$ cat config.mk
export PLATFORM = sky130hd
export DESIGN_NAME = idli_mem_arb_m
export DESIGN_NICKNAME = d
export VERILOG_FILES = /design/src/rtl/idli_pkg.sv /design/src/rtl/idli_mem_arb_m.sv
export SDC_FILE = /design/constraint.sdc
export NUM_CORES = 1
export LEC_CHECK = 0
export CAP_MARGIN = 20
export CORE_MARGIN = 4
export CORE_UTILIZATION = 45
export CTS_CLUSTER_DIAMETER = 30
export CTS_CLUSTER_SIZE = 14
export DETAILED_ROUTE_END_ITERATION = 12
export PLACE_DENSITY_LB_ADDON = 0.25
export SYNTH_ARGS = -nofsm -noshare
export SYNTH_HDL_FRONTEND = slang
export SYNTH_SLANG_ARGS = --single-unit
$ cat constraint.sdc
create_clock -name i_mem_gck -period 2.22 [get_ports i_mem_gck]
set_input_delay 0.333 -clock i_mem_gck [delete_from_list [all_inputs] [get_ports i_mem_gck]]
set_output_delay 0.333 -clock i_mem_gck [all_outputs]
set_load 0.01 [all_outputs]
$ cat src/rtl/idli_pkg.sv
// rtl/idli_pkg.sv - shared types and constants for the idli memory arbiter
package idli_pkg;

  typedef enum logic [2:0] {
    IDLE,
    CMD,
    ADDR,
    DATA,
    GAP
  } mem_state_t;

  typedef enum logic {
    FETCH,
    LS
  } mem_req_t;

  localparam logic [7:0] MEM_CMD_RD = 8'h03;
  localparam logic [7:0] MEM_CMD_WR = 8'h02;

endpackage

$ cat src/rtl/idli_mem_arb_m.sv
// rtl/idli_mem_arb_m.sv - SQI SRAM port arbiter for instruction fetch and load/store
module idli_mem_arb_m
  import idli_pkg::*;
#(
  parameter logic [7:0] P_CMD_RD = MEM_CMD_RD,
  parameter logic [7:0] P_CMD_WR = MEM_CMD_WR
) (
  input  logic        i_mem_gck,
  input  logic        i_mem_rst_n,
  input  logic [1:0]  i_mem_ctr,
  input  logic        i_mem_ctr_last_cycle,
  input  logic        i_mem_fetch_req,
  input  logic [15:0] i_mem_fetch_addr,
  output logic        o_mem_fetch_ack,
  input  logic        i_mem_ls_req,
  input  logic        i_mem_ls_wr,
  input  logic [15:0] i_mem_ls_addr,
  input  logic [15:0] i_mem_ls_wdata,
  output logic        o_mem_ls_ack,
  output logic [15:0] o_mem_rd_data,
  output logic        o_mem_cs_n,
  output logic        o_mem_sio_oe,
  output logic [3:0]  o_mem_sio,
  input  logic [3:0]  i_mem_sio
);

  mem_state_t  state, state_d;
  mem_req_t    last_grant, last_d;
  logic        wr, wr_d, pick_ls, done;
  logic [15:0] addr, addr_d, wdata, wdata_d, rd_word;
  logic [11:0] shift;
  logic [1:0]  ctr_d;
  logic [7:0]  cmd;
  logic        cs_d, oe_d;
  logic [3:0]  sio_d;

  always_comb begin
    state_d = state;
    last_d  = last_grant;
    wr_d    = wr;
    addr_d  = addr;
    wdata_d = wdata;
    pick_ls = 1'b0;
    if (i_mem_ctr_last_cycle) begin
      case (state)
        IDLE: if (i_mem_fetch_req || i_mem_ls_req) begin
          // Round-robin on a tie: favour whoever did not win last time.
          pick_ls = i_mem_ls_req && (!i_mem_fetch_req || last_grant == FETCH);
          last_d  = pick_ls ? LS : FETCH;
          wr_d    = pick_ls && i_mem_ls_wr;
          addr_d  = pick_ls ? i_mem_ls_addr : i_mem_fetch_addr;
          wdata_d = i_mem_ls_wdata;
          state_d = CMD;
        end
        CMD:     state_d = ADDR;
        ADDR:    state_d = DATA;
        DATA:    state_d = GAP;
        default: state_d = IDLE;
      endcase
    end
  end

  // Pad outputs are registered, so they are computed for the next cycle's state and counter.
  always_comb begin
    ctr_d = i_mem_ctr + 2'd1;
    cmd   = wr_d ? P_CMD_WR : P_CMD_RD;
    cs_d  = 1'b1;
    oe_d  = 1'b0;
    sio_d = 4'h0;
    case (state_d)
      CMD: begin
        cs_d = 1'b0;
        oe_d = 1'b1;
        case (ctr_d)
          2'd0:    sio_d = cmd[7:4];
          2'd1:    sio_d = cmd[3:0];
          2'd2:    sio_d = addr_d[15:12];
          default: sio_d = addr_d[11:8];
        endcase
      end
      ADDR: begin
        cs_d = 1'b0;
        oe_d = !ctr_d[1] || wr_d;
        case (ctr_d)
          2'd0:    sio_d = addr_d[7:4];
          2'd1:    sio_d = addr_d[3:0];
          2'd2:    sio_d = wr_d ? wdata_d[15:12] : 4'h0;
          default: sio_d = wr_d ? wdata_d[11:8] : 4'h0;
        endcase
      end
      DATA: begin
        if (!wr_d) begin
          cs_d = 1'b0;
        end else if (!ctr_d[1]) begin
          cs_d  = 1'b0;
          oe_d  = 1'b1;
          sio_d = ctr_d[0] ? wdata_d[3:0] : wdata_d[7:4];
        end
      end
      default: ;
    endcase
  end

  assign rd_word = {shift, i_mem_sio};
  assign done    = (state == DATA) && i_mem_ctr_last_cycle;

  always_ff @(posedge i_mem_gck or negedge i_mem_rst_n) begin
    if (!i_mem_rst_n) begin
      state           <= IDLE;
      last_grant      <= FETCH;
      wr              <= 1'b0;
      addr            <= 16'h0;
      wdata           <= 16'h0;
      shift           <= 12'h0;
      o_mem_cs_n      <= 1'b1;
      o_mem_sio_oe    <= 1'b0;
      o_mem_sio       <= 4'h0;
      o_mem_fetch_ack <= 1'b0;
      o_mem_ls_ack    <= 1'b0;
      o_mem_rd_data   <= 16'h0;
    end else begin
      state           <= state_d;
      last_grant      <= last_d;
      wr              <= wr_d;
      addr            <= addr_d;
      wdata           <= wdata_d;
      o_mem_cs_n      <= cs_d;
      o_mem_sio_oe    <= oe_d;
      o_mem_sio       <= sio_d;
      o_mem_fetch_ack <= done && last_grant == FETCH;
      o_mem_ls_ack    <= done && last_grant == LS;
      if (state == DATA) shift <= rd_word[11:0];
      if (done && !wr) o_mem_rd_data <= rd_word;
    end
  end

endmodule

Yosys cells after proc, flatten, opt, wreduce, memory -nomap -nowiden
Index checks and enable logic that the tools add are counted.
{"block": "classes", "addsub": 1, "mul": 0, "div": 0, "order_cmp": 0, "n_eq_ne": 8, "n_shift": 0, "n_mux": 29, "n_bitwise": 1, "reduce_logical": 16}
{"operator": "16-bit 2-to-1 mux", "n": 7}
{"operator": "4-bit case mux with 3 select lines", "n": 3}
{"operator": "4-bit 2-to-1 mux", "n": 5}
{"operator": "3-bit by 2-bit equality test with 1-bit output, second input constant", "n": 4}
{"operator": "3-bit case mux with 4 select lines", "n": 1}
{"operator": "1-bit 2-to-1 mux", "n": 9}
{"operator": "3-bit by 1-bit equality test with 1-bit output, second input constant", "n": 2}
{"operator": "1-bit logical AND", "n": 6}
{"operator": "3-bit 2-to-1 mux", "n": 2}
{"operator": "1-bit zero test", "n": 3}
{"operator": "3-bit zero test", "n": 1}
{"operator": "1-bit logical OR", "n": 3}
{"operator": "1-bit case mux with 3 select lines", "n": 1}
{"operator": "3-bit AND reduction", "n": 1}
{"operator": "2-bit by 1-bit adder with 2-bit output, second input constant", "n": 1}
{"operator": "2-bit by 1-bit equality test with 1-bit output, second input constant", "n": 1}
{"operator": "2-bit equality test, second input constant", "n": 1}
{"operator": "2-bit zero test", "n": 1}
{"operator": "1-bit case mux with 2 select lines", "n": 1}
{"operator": "2-bit OR reduction", "n": 1}
{"operator": "1-bit NOT", "n": 1}
{"block": "totals", "reg_bits": 73, "latch_bits": 0, "ramBits": 0, "mem_bits_ro": 0, "input_bits": 60, "output_inout_bits": 24, "wordCells": 67, "n_memories": 0}

Depth between registers and ports, before layout
Gate-level depths: netlist (run 1).
{"block": "depth", "word_depth": 10, "depth_mapped": 10, "ltp_nobuf": 7}

Worst setup path after synthesis (run 1)
Ideal clock, no wire load.
{"block": "synth_path", "path_kind": "reg-to-reg", "start": "reg state[0]", "end": "reg o_mem_sio[0]", "setup_time_ns": 0.135, "t_arrival_ns": 1.871, "required_ns": 2.085, "path_slack_ns": 0.214, "stages_incl_launch_ff": 9, "path_buffers": 2, "synth_period_minus_slack_ns": 2.006, "cell_sequence": "dfrtp_1 -> buf_6 -> o21bai_4 -> nor3_4 -> buf_4 -> mux2_2 -> a22o_1 -> a22oi_1 -> nand4_1"}
{"block": "synth_via", "elab_cells_between_ends": 25, "cone_classes": "6 x eq/ne; 18 x mux; 1 x reduce/logical"}
{"element": "start: declaration", "line_no": "idli_mem_arb_m.sv:27", "text": "mem_state_t state, state_d;"}
{"element": "start signal: assignment", "line_no": "idli_mem_arb_m.sv:122", "text": "state <= state_d;"}
{"element": "3-bit zero test", "line_no": "idli_mem_arb_m.sv:45", "text": "case (state)"}
{"element": "16-bit 2-to-1 mux", "line_no": "idli_mem_arb_m.sv:45"}
{"element": "16-bit 2-to-1 mux", "line_no": "idli_mem_arb_m.sv:44", "text": "if (i_mem_ctr_last_cycle) begin"}
{"element": "named net addr_d[4]", "line_no": "idli_mem_arb_m.sv:30", "text": "logic [15:0] addr, addr_d, wdata, wdata_d, rd_word;"}
{"element": "4-bit case mux with 3 select lines", "line_no": "idli_mem_arb_m.sv:84", "text": "case (ctr_d)"}
{"element": "4-bit case mux with 3 select lines", "line_no": "idli_mem_arb_m.sv:70", "text": "case (state_d)"}
{"element": "named net sio_d[0]", "line_no": "idli_mem_arb_m.sv:35", "text": "logic [3:0] sio_d;"}
{"element": "end signal: assignment", "line_no": "idli_mem_arb_m.sv:129", "text": "o_mem_sio <= sio_d;"}
{"element": "end: declaration", "line_no": "idli_mem_arb_m.sv:23", "text": "output logic [3:0] o_mem_sio,"}
The timed path passes the listed nets, and every way through them passes these cells.
A chain may end at the register's enable or synchronous reset.

Worst setup path in the final report (run 1)
{"block": "layout_path", "start": "reg state[2]", "end": "reg o_mem_sio[3]"}
{"block": "layout_via", "elab_chain_len": 7, "elab_cells_between_ends": 24, "cone_classes": "6 x eq/ne; 17 x mux; 1 x reduce/logical"}
{"element": "3-bit zero test", "line_no": "idli_mem_arb_m.sv:45"}
{"element": "16-bit 2-to-1 mux", "line_no": "idli_mem_arb_m.sv:45"}
{"element": "16-bit 2-to-1 mux", "line_no": "idli_mem_arb_m.sv:44"}
{"element": "4-bit 2-to-1 mux", "line_no": "idli_mem_arb_m.sv:97", "text": "sio_d = ctr_d[0] ? wdata_d[3:0] : wdata_d[7:4];"}
{"element": "4-bit 2-to-1 mux", "line_no": "idli_mem_arb_m.sv:94", "text": "end else if (!ctr_d[1]) begin"}
{"element": "4-bit 2-to-1 mux", "line_no": "idli_mem_arb_m.sv:92", "text": "if (!wr_d) begin"}
{"element": "4-bit case mux with 3 select lines *", "line_no": "idli_mem_arb_m.sv:70"}
{"element": "named net sio_d[3]", "line_no": "idli_mem_arb_m.sv:35"}
The timed path passes the listed nets; every way through them passes the cells marked *.

==> metrics, run 1 <==
ys async rst share between 90% and 100%; Syn Inst Count about 330; Crit. End Element flip-flop; IO Pins 84; Worst Path Required 2430 ps; die height between 90 and 100 um; EDFF count, synth 0; Hold Buf Count CTS 1; Die Wd 95.9 um; Final Setup Violations 0; relative slew slack between 60% and 70%; post-DR wirelength/cell around 15 um; Storage cell area between 1500 and 2000 um2; max_cap viols 0; DR top layer met4; main flop type after synthesis dfrtp_1; final core utilization 65.3%; grt ovf 0; GPL Wtd Cong 0.896; Yosys cell types between 50 and 60; Avg Inst Size Synth between 10 and 15 um2; Synth Register Bits between 70 and 80; nets 506; Lkg Pwr around 2.2 nW; Resize count post-CTS 0; Pre-Repair DR Iteration Count 4; met2 wire length 4220 um; vias per inst 5.11; final slew viol count 0; Max VDD drop approximately 0.5 mV; Core Area ~7400 um2; htree depth 3; Max FO, Critical Path 7; Crit Path Category reg -> reg; CP startpoint kind flip-flop; via count ~2800; M1 WL 3650 um; Syn Nets between 300 and 400; worst hold margin between 400 and 500 ps; first-pass GRT wire length about 14000 um; fin cells 546; Rows 31; Min-Delay Path Class in -> async; cell area power density roughly 1100 nW/um2; Tcrit/Tclk final 94.3%; RSZ-0062 raised after global routing no; Routed WL between 8000 and 9000 um; Filler cells between 600 and 700; Tot GR Track Use between 10% and 20%; Final Critical Period about 2100 ps; DIE AREA 9190 um2; # diodes 0; initial drt markers ~130; Post-DP HPWL 6600 um; Clock transition at path regs 80 ps; Final Hold Vio Count 0; post-CTS setup buffers 0; most frequent cells in the layout nand2_1, clkdlybuf4s50_1, dfrtp_1; Mapped Area 3470 um2; worst-case clock buffer depth 2; Data arrival, critical path between 2000 and 2500 ps; YS warnings 0; status complete, no violations; Worst-Margin Slew around 500 ps; routed wl met3 415 um; port buffer count between 80 and 90; setup tns final 0 ps; Initial Util between 40% and 50%; clock latency on the worst-skew pair 350 ps; Synth-to-Final Area Change 38.6%; largest net degree at the start of global routing 55; Fmax 478 MHz; Inst Count DP around 530; Num CTS Buffers 9; initial antenna violation count 0; CTS root buf clkbuf_8; number of global-route vias before repair approximately 2900; post-synthesis sequential area ratio 52.6%; CTS tree built; ANT nets after route 0; DRC 0; layout cells sized above 1 about a fifth; Sink Count between 70 and 80; commonest non-fill, non-tap cell in the layout nand2_1; Multi-input gate area 1510 um2; Clock Skew between 10 and 15 ps
critical path, stage by stage (launching register included):
cell,delay (ps)
dfrtp_1,440
nand2b_1,240
or3_1,360
buf_4,170
nand3_1,90
a21boi_1,80
a2111oi_0,420
o311ai_1,160
metal layers:
| layer | GRT usage (%) | up-vias |
|---|---|---|
| li1 | - | 1358 |
| met1 | 25.5 | 1349 |
| met2 | 33.5 | 71 |
| met3 | 3.99 | 11 |
| met4 | 7.11 | 0 |
| met5 | 0 | - |
logic make-up after synthesis:
kind of cell	share of synthesized area, %
xor+xnor	0.252
buf+inv	4.14
fa+ha+maj	1.44
simple gates	17.4
mux	13.6
flops	52.6
compound gates	10.6
worst paths after layout:
kind | start | cells after the start | slack [ps] | to
hold / removal | i_mem_rst_n | 2 | 490 | state[0]
setup / recovery | state[2] | 7 | 130 | o_mem_sio[3]
setup reg to reg | state[2] | 7 | 130 | o_mem_sio[3]
hold reg to reg | addr[1] | 2 | 490 | addr[1]
max in group asynchronous | i_mem_rst_n | 3 | 1090 | o_mem_sio[1]
min in group i_mem_gck | addr[1] | 2 | 490 | addr[1]
where the power goes:
group	total, mW	switching (mW)	internal (mW)
sequential	2.23	0.303	1.93
clock	0.966	0.543	0.423
combinational	2.20	1.04	1.17
layout make-up:
class                   instances  share of cell area (%)
flip-flops and latches         73                    38.0
inverters                       7                   0.546
clock buffers                   9                    2.57
multi-input cells             232                    31.3
well taps                      99                    2.57
clock inverters                 7                    1.22
repair buffers                119                    23.9
stage by stage:
| stage | power [mW] | setup WS, ps | area, um2 |
|---|---|---|---|
| after floorplan | 3.46 | 214 | 3470 |
| after global placement | 4.40 | -178 | 4620 |
| after detailed placement | 4.48 | -251 | 4620 |
| after CTS | 5.46 | 135 | 4820 |
| after global routing | 5.80 | 38.0 | 4820 |
| final | 5.40 | 127 | 4820 |
sequential cells by signal, indices dropped and copies added, names as in the netlist:
register	cells
o_mem_sio_oe	1
state	3
wr	1
wdata	16
o_mem_ls_ack	1
o_mem_rd_data	16
shift	12
o_mem_cs_n	1
last_grant	1
addr	16
o_mem_fetch_ack	1
o_mem_sio	4
synthesized netlist by cell type (3+ instances only):
cell type / instances / share of area (%)
a211o_1: 3 / 0.76
a211oi_1: 3 / 0.65
a21oi_1: 10 / 1.4
and3_1: 3 / 0.54
buf_2: 7 / 1.0
buf_6: 5 / 1.6
clkbuf_1: 3 / 0.32
dfrtp_1: 72 / 52
ha_1: 4 / 1.4
inv_1: 6 / 0.65
mux2_1: 4 / 1.3
mux2_2: 27 / 8.8
mux2i_1: 11 / 3.2
nand2_1: 84 / 9.1
nand2b_1: 5 / 0.90
nand3_1: 14 / 2.0
nor2_1: 13 / 1.4
o211ai_1: 5 / 1.1
o21ai_0: 6 / 0.86
Power figures use the tool's default switching activity.
==> inputs of run 2 (changes only) <==
--- a/config.mk
+++ b/config.mk
@@ -5,7 +5,7 @@
 export SDC_FILE = /design/constraint.sdc
 export NUM_CORES = 1
 export LEC_CHECK = 0
-export CAP_MARGIN = 20
+export CAP_MARGIN = 10
 export CORE_MARGIN = 4
 export CORE_UTILIZATION = 45
 export CTS_CLUSTER_DIAMETER = 30
==> results of run 2 <==
Same layout as run 1: the final DEF is identical, and so are final timing and power.
